## src/rtl/pe_round_scheduler_if.sv

```systemverilog
// Bundle of go/config, PE start/done, shared-memory request/grant and status signals
// exchanged between the round scheduler and its controller / PE array.
interface pe_round_scheduler_if #(
    parameter int NUM_PE  = 5,
    parameter int ROUND_W = 5
);
    logic               go;
    logic [ROUND_W-1:0] cfg_rounds;
    logic [NUM_PE-1:0]  cfg_pe_mask;
    logic [NUM_PE-1:0]  pe_start;
    logic [NUM_PE-1:0]  pe_done;
    logic [NUM_PE-1:0]  mem_req;
    logic [NUM_PE-1:0]  mem_gnt;
    logic               busy;
    logic [ROUND_W-1:0] round_idx;
    logic               all_done;
    logic               err;

    modport master (
        output go, cfg_rounds, cfg_pe_mask, pe_done, mem_req,
        input  pe_start, mem_gnt, busy, round_idx, all_done, err
    );

    modport slave (
        input  go, cfg_rounds, cfg_pe_mask, pe_done, mem_req,
        output pe_start, mem_gnt, busy, round_idx, all_done, err
    );
endinterface

```

## src/rtl/pe_round_scheduler.sv

```systemverilog
// Round sequencer for the PE array plus a round-robin arbiter for the shared memory port.
// All outputs come straight from flops; the arbiter runs independently of the round FSM.
module pe_round_scheduler #(
    parameter int NUM_PE  = 5,
    parameter int ROUND_W = 5
) (
    input  logic                clk,
    input  logic                rst_n,
    pe_round_scheduler_if.slave bus
);
    localparam int IDX_W = (NUM_PE > 1) ? $clog2(NUM_PE) : 1;

    typedef enum logic [2:0] {
        IDLE,
        START,
        RUN,
        ADVANCE,
        FINISH
    } state_t;

    state_t             state;
    logic [NUM_PE-1:0]  mask;
    logic [NUM_PE-1:0]  done_vec;
    logic [ROUND_W-1:0] rounds_left;
    logic [NUM_PE-1:0]  pe_start_r;
    logic [ROUND_W-1:0] round_idx_r;
    logic               busy_r;
    logic               all_done_r;
    logic               err_r;

    logic [NUM_PE-1:0]  done_in;
    logic [NUM_PE-1:0]  done_merged;
    logic               go_accept;
    logic               err_event;

    assign done_in     = bus.pe_done & mask;
    assign done_merged = done_vec | done_in;
    assign go_accept   = (state == IDLE) && bus.go;

    // Stray, unmasked or repeated done pulses are flagged but otherwise ignored.
    assign err_event = (state != RUN) ? (|bus.pe_done)
                     : ((|(bus.pe_done & ~mask)) || (|(bus.pe_done & done_vec)));

    always_ff @(posedge clk or negedge rst_n) begin
        if (!rst_n) begin
            state       <= IDLE;
            mask        <= '0;
            done_vec    <= '0;
            rounds_left <= '0;
            pe_start_r  <= '0;
            round_idx_r <= '0;
            busy_r      <= 1'b0;
            all_done_r  <= 1'b0;
            err_r       <= 1'b0;
        end else begin
            pe_start_r <= '0;
            all_done_r <= 1'b0;
            err_r      <= (go_accept ? 1'b0 : err_r) | err_event;
            case (state)
                IDLE: begin
                    if (bus.go) begin
                        mask        <= bus.cfg_pe_mask;
                        rounds_left <= bus.cfg_rounds;
                        done_vec    <= '0;
                        round_idx_r <= '0;
                        busy_r      <= 1'b1;
                        if ((bus.cfg_rounds == '0) || (bus.cfg_pe_mask == '0)) begin
                            state      <= FINISH;
                            all_done_r <= 1'b1;
                        end else begin
                            state      <= START;
                            pe_start_r <= bus.cfg_pe_mask;
                        end
                    end
                end
                START: begin
                    state <= RUN;
                end
                RUN: begin
                    done_vec <= done_merged;
                    if (done_merged == mask) begin
                        state <= ADVANCE;
                    end
                end
                ADVANCE: begin
                    done_vec    <= '0;
                    rounds_left <= rounds_left - ROUND_W'(1);
                    if (rounds_left == ROUND_W'(1)) begin
                        state      <= FINISH;
                        all_done_r <= 1'b1;
                    end else begin
                        round_idx_r <= round_idx_r + ROUND_W'(1);
                        state       <= START;
                        pe_start_r  <= mask;
                    end
                end
                FINISH: begin
                    state  <= IDLE;
                    busy_r <= 1'b0;
                end
                default: begin
                    state  <= IDLE;
                    busy_r <= 1'b0;
                end
            endcase
        end
    end

    assign bus.pe_start  = pe_start_r;
    assign bus.busy      = busy_r;
    assign bus.round_idx = round_idx_r;
    assign bus.all_done  = all_done_r;
    assign bus.err       = err_r;

    logic [NUM_PE-1:0] gnt_r;
    logic [IDX_W-1:0]  owner;
    logic [IDX_W-1:0]  rr_ptr;
    logic [IDX_W-1:0]  winner;
    logic              found;

    // First requester at or above rr_ptr, wrapping around the PE count.
    always_comb begin
        int cand;
        logic [IDX_W-1:0] cand_idx;
        found    = 1'b0;
        winner   = '0;
        cand     = 0;
        cand_idx = '0;
        for (int i = 0; i < NUM_PE; i++) begin
            cand = int'(rr_ptr) + i;
            if (cand >= NUM_PE) begin
                cand = cand - NUM_PE;
            end
            cand_idx = IDX_W'(cand);
            if (!found && bus.mem_req[cand_idx]) begin
                found  = 1'b1;
                winner = cand_idx;
            end
        end
    end

    // A release always leaves one empty grant cycle before the next owner is chosen.
    always_ff @(posedge clk or negedge rst_n) begin
        if (!rst_n) begin
            gnt_r  <= '0;
            owner  <= '0;
            rr_ptr <= '0;
        end else if (|gnt_r) begin
            if (!bus.mem_req[owner]) begin
                gnt_r <= '0;
            end
        end else if (found) begin
            gnt_r  <= {{(NUM_PE-1){1'b0}}, 1'b1} << winner;
            owner  <= winner;
            rr_ptr <= (winner == IDX_W'(NUM_PE - 1)) ? '0 : winner + IDX_W'(1);
        end
    end

    assign bus.mem_gnt = gnt_r;
endmodule

```

## src/flat_wrapper.sv

```systemverilog
// flat-port wrapper written by rule: the top's interface ports become plain ports
module pe_round_scheduler_flat 
#(
    parameter int NUM_PE  = 5,
    parameter int ROUND_W = 5
)
  (clk, rst_n, bus_go, bus_cfg_rounds, bus_cfg_pe_mask, bus_pe_done, bus_mem_req, bus_pe_start, bus_mem_gnt, bus_busy, bus_round_idx, bus_all_done, bus_err);
  pe_round_scheduler_if #(.NUM_PE(NUM_PE), .ROUND_W(ROUND_W)) bus_i ();
  input  logic clk;
  input  logic rst_n;
  input wire logic [$bits(bus_i.go)-1:0] bus_go;
  input wire logic [$bits(bus_i.cfg_rounds)-1:0] bus_cfg_rounds;
  input wire logic [$bits(bus_i.cfg_pe_mask)-1:0] bus_cfg_pe_mask;
  input wire logic [$bits(bus_i.pe_done)-1:0] bus_pe_done;
  input wire logic [$bits(bus_i.mem_req)-1:0] bus_mem_req;
  output wire logic [$bits(bus_i.pe_start)-1:0] bus_pe_start;
  output wire logic [$bits(bus_i.mem_gnt)-1:0] bus_mem_gnt;
  output wire logic [$bits(bus_i.busy)-1:0] bus_busy;
  output wire logic [$bits(bus_i.round_idx)-1:0] bus_round_idx;
  output wire logic [$bits(bus_i.all_done)-1:0] bus_all_done;
  output wire logic [$bits(bus_i.err)-1:0] bus_err;
  assign bus_i.go = bus_go;
  assign bus_i.cfg_rounds = bus_cfg_rounds;
  assign bus_i.cfg_pe_mask = bus_cfg_pe_mask;
  assign bus_i.pe_done = bus_pe_done;
  assign bus_i.mem_req = bus_mem_req;
  assign bus_pe_start = bus_i.pe_start;
  assign bus_mem_gnt = bus_i.mem_gnt;
  assign bus_busy = bus_i.busy;
  assign bus_round_idx = bus_i.round_idx;
  assign bus_all_done = bus_i.all_done;
  assign bus_err = bus_i.err;
  pe_round_scheduler #(.NUM_PE(NUM_PE), .ROUND_W(ROUND_W)) u_core (.clk(clk), .rst_n(rst_n), .bus(bus_i));
endmodule
```

## config.mk

```make
export PLATFORM = sky130hd
export DESIGN_NAME = pe_round_scheduler_flat
export DESIGN_NICKNAME = d
export VERILOG_FILES = /design/src/rtl/pe_round_scheduler_if.sv /design/src/rtl/pe_round_scheduler.sv /design/src/flat_wrapper.sv
export SDC_FILE = /design/constraint.sdc
export NUM_CORES = 1
export LEC_CHECK = 0
export ABC_AREA = 1
export ABC_CLOCK_PERIOD_IN_PS = 3900
export BUFFER_PORTS_ARGS = -buffer_cell sky130_fd_sc_hd__buf_2
export CAP_MARGIN = 20
export CORE_UTILIZATION = 38
export CTS_CLUSTER_DIAMETER = 80
export CTS_CLUSTER_SIZE = 16
export DETAILED_ROUTE_END_ITERATION = 10
export REMOVE_ABC_BUFFERS = 1
export SYNTH_ARGS = -nofsm -noshare
export SYNTH_HDL_FRONTEND = slang
export SYNTH_SLANG_ARGS = --single-unit
```

## constraint.sdc

```tcl
create_clock -name clk -period 3.9 [get_ports clk]
set_input_delay 1.17 -clock clk [delete_from_list [all_inputs] [get_ports clk]]
set_output_delay 1.17 -clock clk [all_outputs]
set_load 0.02 [all_outputs]
```

==> metrics.yaml, run 1 <==
ys_ff_latch: 42
die_w_um: 91.6
antenna_found_initial: 0
area_delta_synth_final_pct: 14.5
cts_buffer_depth: 2
cts_setup_buffers: 0
arrival_ps: 3640
finalCritPeriodShare_pct: 87.5
vias: 2978
grt_max_degree: 43
regArea_mm2: 0.00105
row_count: 32
drt-initial-drc-count: 79
ios: 41
syn_area_mm2: 0.00305
grt_pass1_vias: 2724
rr_worst_depth: 25
layout_common_cells: "nand2_1, inv_1, nand3_1"
cts_buffers: 5
tightestPinTransition_ps: 480
cts_tree: "yes"
post_dp_cell_area_mm2: 0.00338
cap_violations: 0
stdcell_count: 587
final_area_mm2: 0.00349
via_per_inst: 5.07
crit_path_max_fanout: 9
clk_pin_slew_ps: 90
finalClockSkew_ps: 7.21
insertion_delay_ps: 300
rsz0062_at_grt: "false"
setup_viol: 0
routedWlPerCell_um: 12.4
place_hpwl_mm: 5.72
grt_use_total_pct: 18.2
grt-ovfl-total: 0
drv_slew: 0
hold_class: "register to register"
hold_depth: 2
fillers: 797
min_period_ps: 3410
ys_types: 36
clock-sinks: 42
first_pass_iters: 5
initial_core_util_pct: 39.5
ctsHoldBuffers: 0
final_common_cell: "nand2_1"
cp-start-kind: "register"
worstPathRequired_ps: 4130
seq_area_frac_synth_pct: 34.4
fmax_mhz: 293
synthFlopType: "dfrtp_1"
synth_cells: 436
synth-edff-count: 0
ys_warn_count: 0
post_cts_resize_count: 0
relSlewSlack_pct: 67.9
fin_tns_setup_ps: 0
critPathKind: "register to register"
hold_viol: 0
synth.avg_cell_area_um2: 7.00
postRouteWirelength_mm: 7.30
die_area_mm2: 0.00839
diodes: 0
grt_pass1_wl_mm: 12.3
status: "finished, final reports clean"
fp.coreArea_mm2: 0.00773
end_kind: "register"
drcViolationCount: 0
htree_levels: 2
die_y_um: 91.6
multiInputGateArea_mm2: 0.00172
drive_gt1_share_pct: 15.7
ys_async_sr_fraction_pct: 100
dp.cells: 578
port_buffers: 40
globalplace.congestion: 0.851
ant_nets: 0
fin_nets: 524
cts_root_buf: "clkbuf_8"
## cells by family (layout without fill, tap and decap cells)
group | count (synthesis) | count (layout) | synth area share [%]
DFF | 42 | 42 | 34.4
adders and majority gates | 17 | 17 | 7.22
xor gates and xnor gates | 1 | 1 | 0.533
and+or+nand+nor | 231 | 231 | 34.9
buffers and inverters | 73 | 122 | 9.31
AOI/OAI and AO/OA | 72 | 72 | 13.6
## flip-flops by register name (all words and copies together) (netlist names), 5 cells and up
name	cells
u_core.bus.mem_gnt	5
u_core.done_vec	5
u_core.rounds_left	5
u_core.mask	5
u_core.bus.pe_start	5
u_core.bus.round_idx	5
## Yosys cell counts (4+ instances only)
master,count,share of area [%]
o21ai_0,25,4.1
dfrtp_1,42,34
nand2_2,7,1.4
nand2_1,124,15
inv_1,64,7.9
nor3_1,4,0.66
nand3_1,50,8.2
ha_1,16,6.6
o211ai_1,5,1.2
o21ai_1,6,0.98
nand4_1,10,2.1
nor2_1,19,2.3
inv_2,5,0.62
o22ai_1,9,1.8
a21oi_1,17,2.8
## layout make-up
| cell class | instances | area share, % |
|---|---|---|
| Multi-Input combinational cell | 321 | 49.1 |
| Tap cell | 102 | 3.65 |
| Timing Repair Buffer | 43 | 6.73 |
| Inverter | 71 | 7.70 |
| Sequential cell | 42 | 30.1 |
| Clock buffer | 7 | 2.47 |
| Clock inverter | 1 | 0.251 |
## worst paths after layout
path / slack, ps / from / end
min reg2reg: 480 / u_core.bus.busy / u_core.bus.busy
min: 480 / u_core.bus.busy / u_core.bus.busy
min in group asynchronous: 670 / rst_n / u_core.owner[2]
max reg2reg: 490 / u_core.rr_ptr[0] / u_core.rr_ptr[2]
max: 490 / u_core.rr_ptr[0] / u_core.rr_ptr[2]
max in group asynchronous: 2810 / rst_n / u_core.rr_ptr[1]
## per-layer routing
layer / GRT usage (%) / vias to the layer above / part of all wire (%) / wire, um
met5: 0 / - / 0 / 0
met4: 6.61 / 0 / 2.1 / 153
met3: 3.15 / 15 / 4.8 / 347
met2: 30.3 / 94 / 48 / 3480
met1: 23.8 / 1335 / 45 / 3320
li1: - / 1534 / - / -
## stage by stage
stage | hold slack (ps) | worst slack (ps) | utilization (%)
floorplan | 492 | 637 | -
global placement | 458 | 542 | 43.7
detailed placement | 463 | 506 | 43.7
CTS | 485 | 493 | 45.0
global route | 531 | 115 | 45.2
finish | 482 | 489 | 45.2
## worst max-delay path: stages (launching register included)
cell and delay [ps]:
dfrtp_1 390, inv_2 160, ha_1 170, inv_1 60, fa_1 450, inv_1 100
nand2_1 70, nand2_1 90, nand2_1 110, nand2_1 70, nand3_1 60, nand3_1 80
nand2_1 120, inv_1 110, nand2_2 70, nor2_4 100, nand2_1 90, inv_2 60
nand2_1 40, nand2_1 160, inv_1 80, ha_1 190, ha_1 270, nor2_1 100
nand2_1 60, o21ai_1 70
Power of run 1 is left out: the tool's default activity adds up to more than one toggle a clock period on the data nets, which glitch-free logic cannot reach.
==> run 2, diff against run 1 <==
--- a/config.mk
+++ b/config.mk
@@ -9,11 +9,14 @@
 export ABC_CLOCK_PERIOD_IN_PS = 3900
 export BUFFER_PORTS_ARGS = -buffer_cell sky130_fd_sc_hd__buf_2
 export CAP_MARGIN = 20
+export CORE_ASPECT_RATIO = 1.2
 export CORE_UTILIZATION = 38
 export CTS_CLUSTER_DIAMETER = 80
 export CTS_CLUSTER_SIZE = 16
 export DETAILED_ROUTE_END_ITERATION = 10
+export PLACE_DENSITY = 0.55
 export REMOVE_ABC_BUFFERS = 1
+export SKIP_CTS_REPAIR_TIMING = 1
 export SYNTH_ARGS = -nofsm -noshare
 export SYNTH_HDL_FRONTEND = slang
 export SYNTH_SLANG_ARGS = --single-unit
==> run 2 against run 1 <==
Net effect: the run now ends with DRC left; critical endpoint unchanged; count of clock-buffer cells in the layout down 1; routed wire length up 1.3%; non-clock buffer count down 1; critical path depth unchanged; sequential share of layout area up 0.41 points.
==> metrics.yaml, run 2 (synthesis results as in run 1) <==
drcViolationCount: 4
place_hpwl_mm: 5.94
drive_gt1_share_pct: 15.3
cts_root_buf: "clkbuf_8"
post_dp_cell_area_mm2: 0.00337
setup_viol: 0
grt_max_degree: 43
relSlewSlack_pct: 38.2
grt_pass1_vias: 2725
reg2reg_setup_slack_ps: 480
diodes: 0
critPathKind: "register to register"
clock-sinks: 42
crit_path_max_fanout: 9
via_per_inst: 5.07
grt_use_total_pct: 18.8
cap_violations: 0
finalClockSkew_ps: 7.80
initial_core_util_pct: 39.4
insertion_delay_ps: 290
fillers: 823
violations: "DRC"
cp-start-kind: "register"
fin_tns_setup_ps: 0
hold_viol: 0
first_pass_iters: 7
cts_buffer_depth: 2
row_count: 35
clk_pin_slew_ps: 80
worstPathRequired_ps: 4120
stdcell_count: 575
ios: 41
layout_common_cells: "nand2_1, inv_1, nand3_1"
cts_buffers: 5
cp_common_cell: "nand2_1"
drv_slew: 0
postRouteWirelength_mm: 7.39
fmax_mhz: 292
min_period_ps: 3420
fp.coreArea_mm2: 0.00775
grt-ovfl-total: 0
rsz0062_at_grt: "false"
drt-initial-drc-count: 124
area_delta_synth_final_pct: 13.0
final_area_mm2: 0.00345
dp.cells: 568
vias: 2913
arrival_ps: 3640
htree_levels: 2
die_w_um: 83.8
final_common_cell: "nand2_1"
routedWlPerCell_um: 12.9
globalplace.congestion: 0.864
crit_slowest_cell: "fa_1"
ant_nets: 0
grt_pass1_wl_mm: 12.7
hold_slack_ps: 495
status: "complete, but fails checks"
cp_slowest_stage_delay_ps: 450
hold_class: "register to register"
port_buffers: 40
finalCritPeriodShare_pct: 87.7
antenna_found_initial: 0
fin_nets: 523
die_y_um: 100
tightestPinTransition_ps: 927
die_area_mm2: 0.00839
cts_tree: "yes"
end_kind: "register"
-- run 2: changes by cell type in the layout (fill, tap and decap cells not counted) --
| cell | before | now |
|---|---|---|
| buf_12 | 1 | 0 |
| clkbuf_8 | 6 | 5 |
| clkinvlp_4 | 0 | 1 |
| inv_6 | 1 | 0 |
-- run 2: critical path, delay by kind of cell (launching register included) --
family / cells / cell delay, ps
adder cells (fa/ha/maj): 4 / 1070
AO/OA/AOI/OAI: 1 / 70
flip-flops: 1 / 390
buffers and inverters: 6 / 580
AND/OR/NAND/NOR: 14 / 1250
-- run 2: metal layers --
| metal | vias to the layer above | GRT usage [%] | routed length, um |
|---|---|---|---|
| met1 | 1307 | 22.6 | 3320 |
| met2 | 64 | 34.9 | 3740 |
| met3 | 9 | 2.55 | 217 |
| li1 | 1533 | - | - |
| met5 | - | 0 | 0 |
| met4 | 0 | 5.44 | 112 |
-- run 2: path summary, 6_finish.rpt --
path,startpoint,endpoint,cells past startpoint
max,u_core.rr_ptr[0],u_core.rr_ptr[2],25
min,u_core.bus.busy,u_core.bus.busy,2
max reg2reg,u_core.rr_ptr[0],u_core.rr_ptr[2],25
min reg2reg,u_core.bus.busy,u_core.bus.busy,2
max in group asynchronous,rst_n,u_core.rr_ptr[1],1
min in group asynchronous,rst_n,u_core.rounds_left[3],1
-- run 2: final cells by class --
| cell class | instances | area [um2] | area share (%) |
|---|---|---|---|
| tap | 92 | 115 | 3.34 |
| sequential | 42 | 1050 | 30.5 |
| timing repair buffer | 42 | 215 | 6.24 |
| inverter | 71 | 269 | 7.80 |
| clock buffer | 6 | 72.6 | 2.11 |
| clock inverter | 1 | 7.51 | 0.218 |
| multi-input combinational | 321 | 1720 | 49.8 |
-- run 2: metrics by stage --
| stage | util [%] | worst slack (ps) |
|---|---|---|
| after floorplan | - | 637 |
| after global placement | 43.4 | 514 |
| after detailed placement | 43.4 | 459 |
| after CTS | 44.5 | 465 |
| after global routing | 44.5 | 99.1 |
| final | 44.5 | 479 |
Power of run 2 is left out for the same reason.
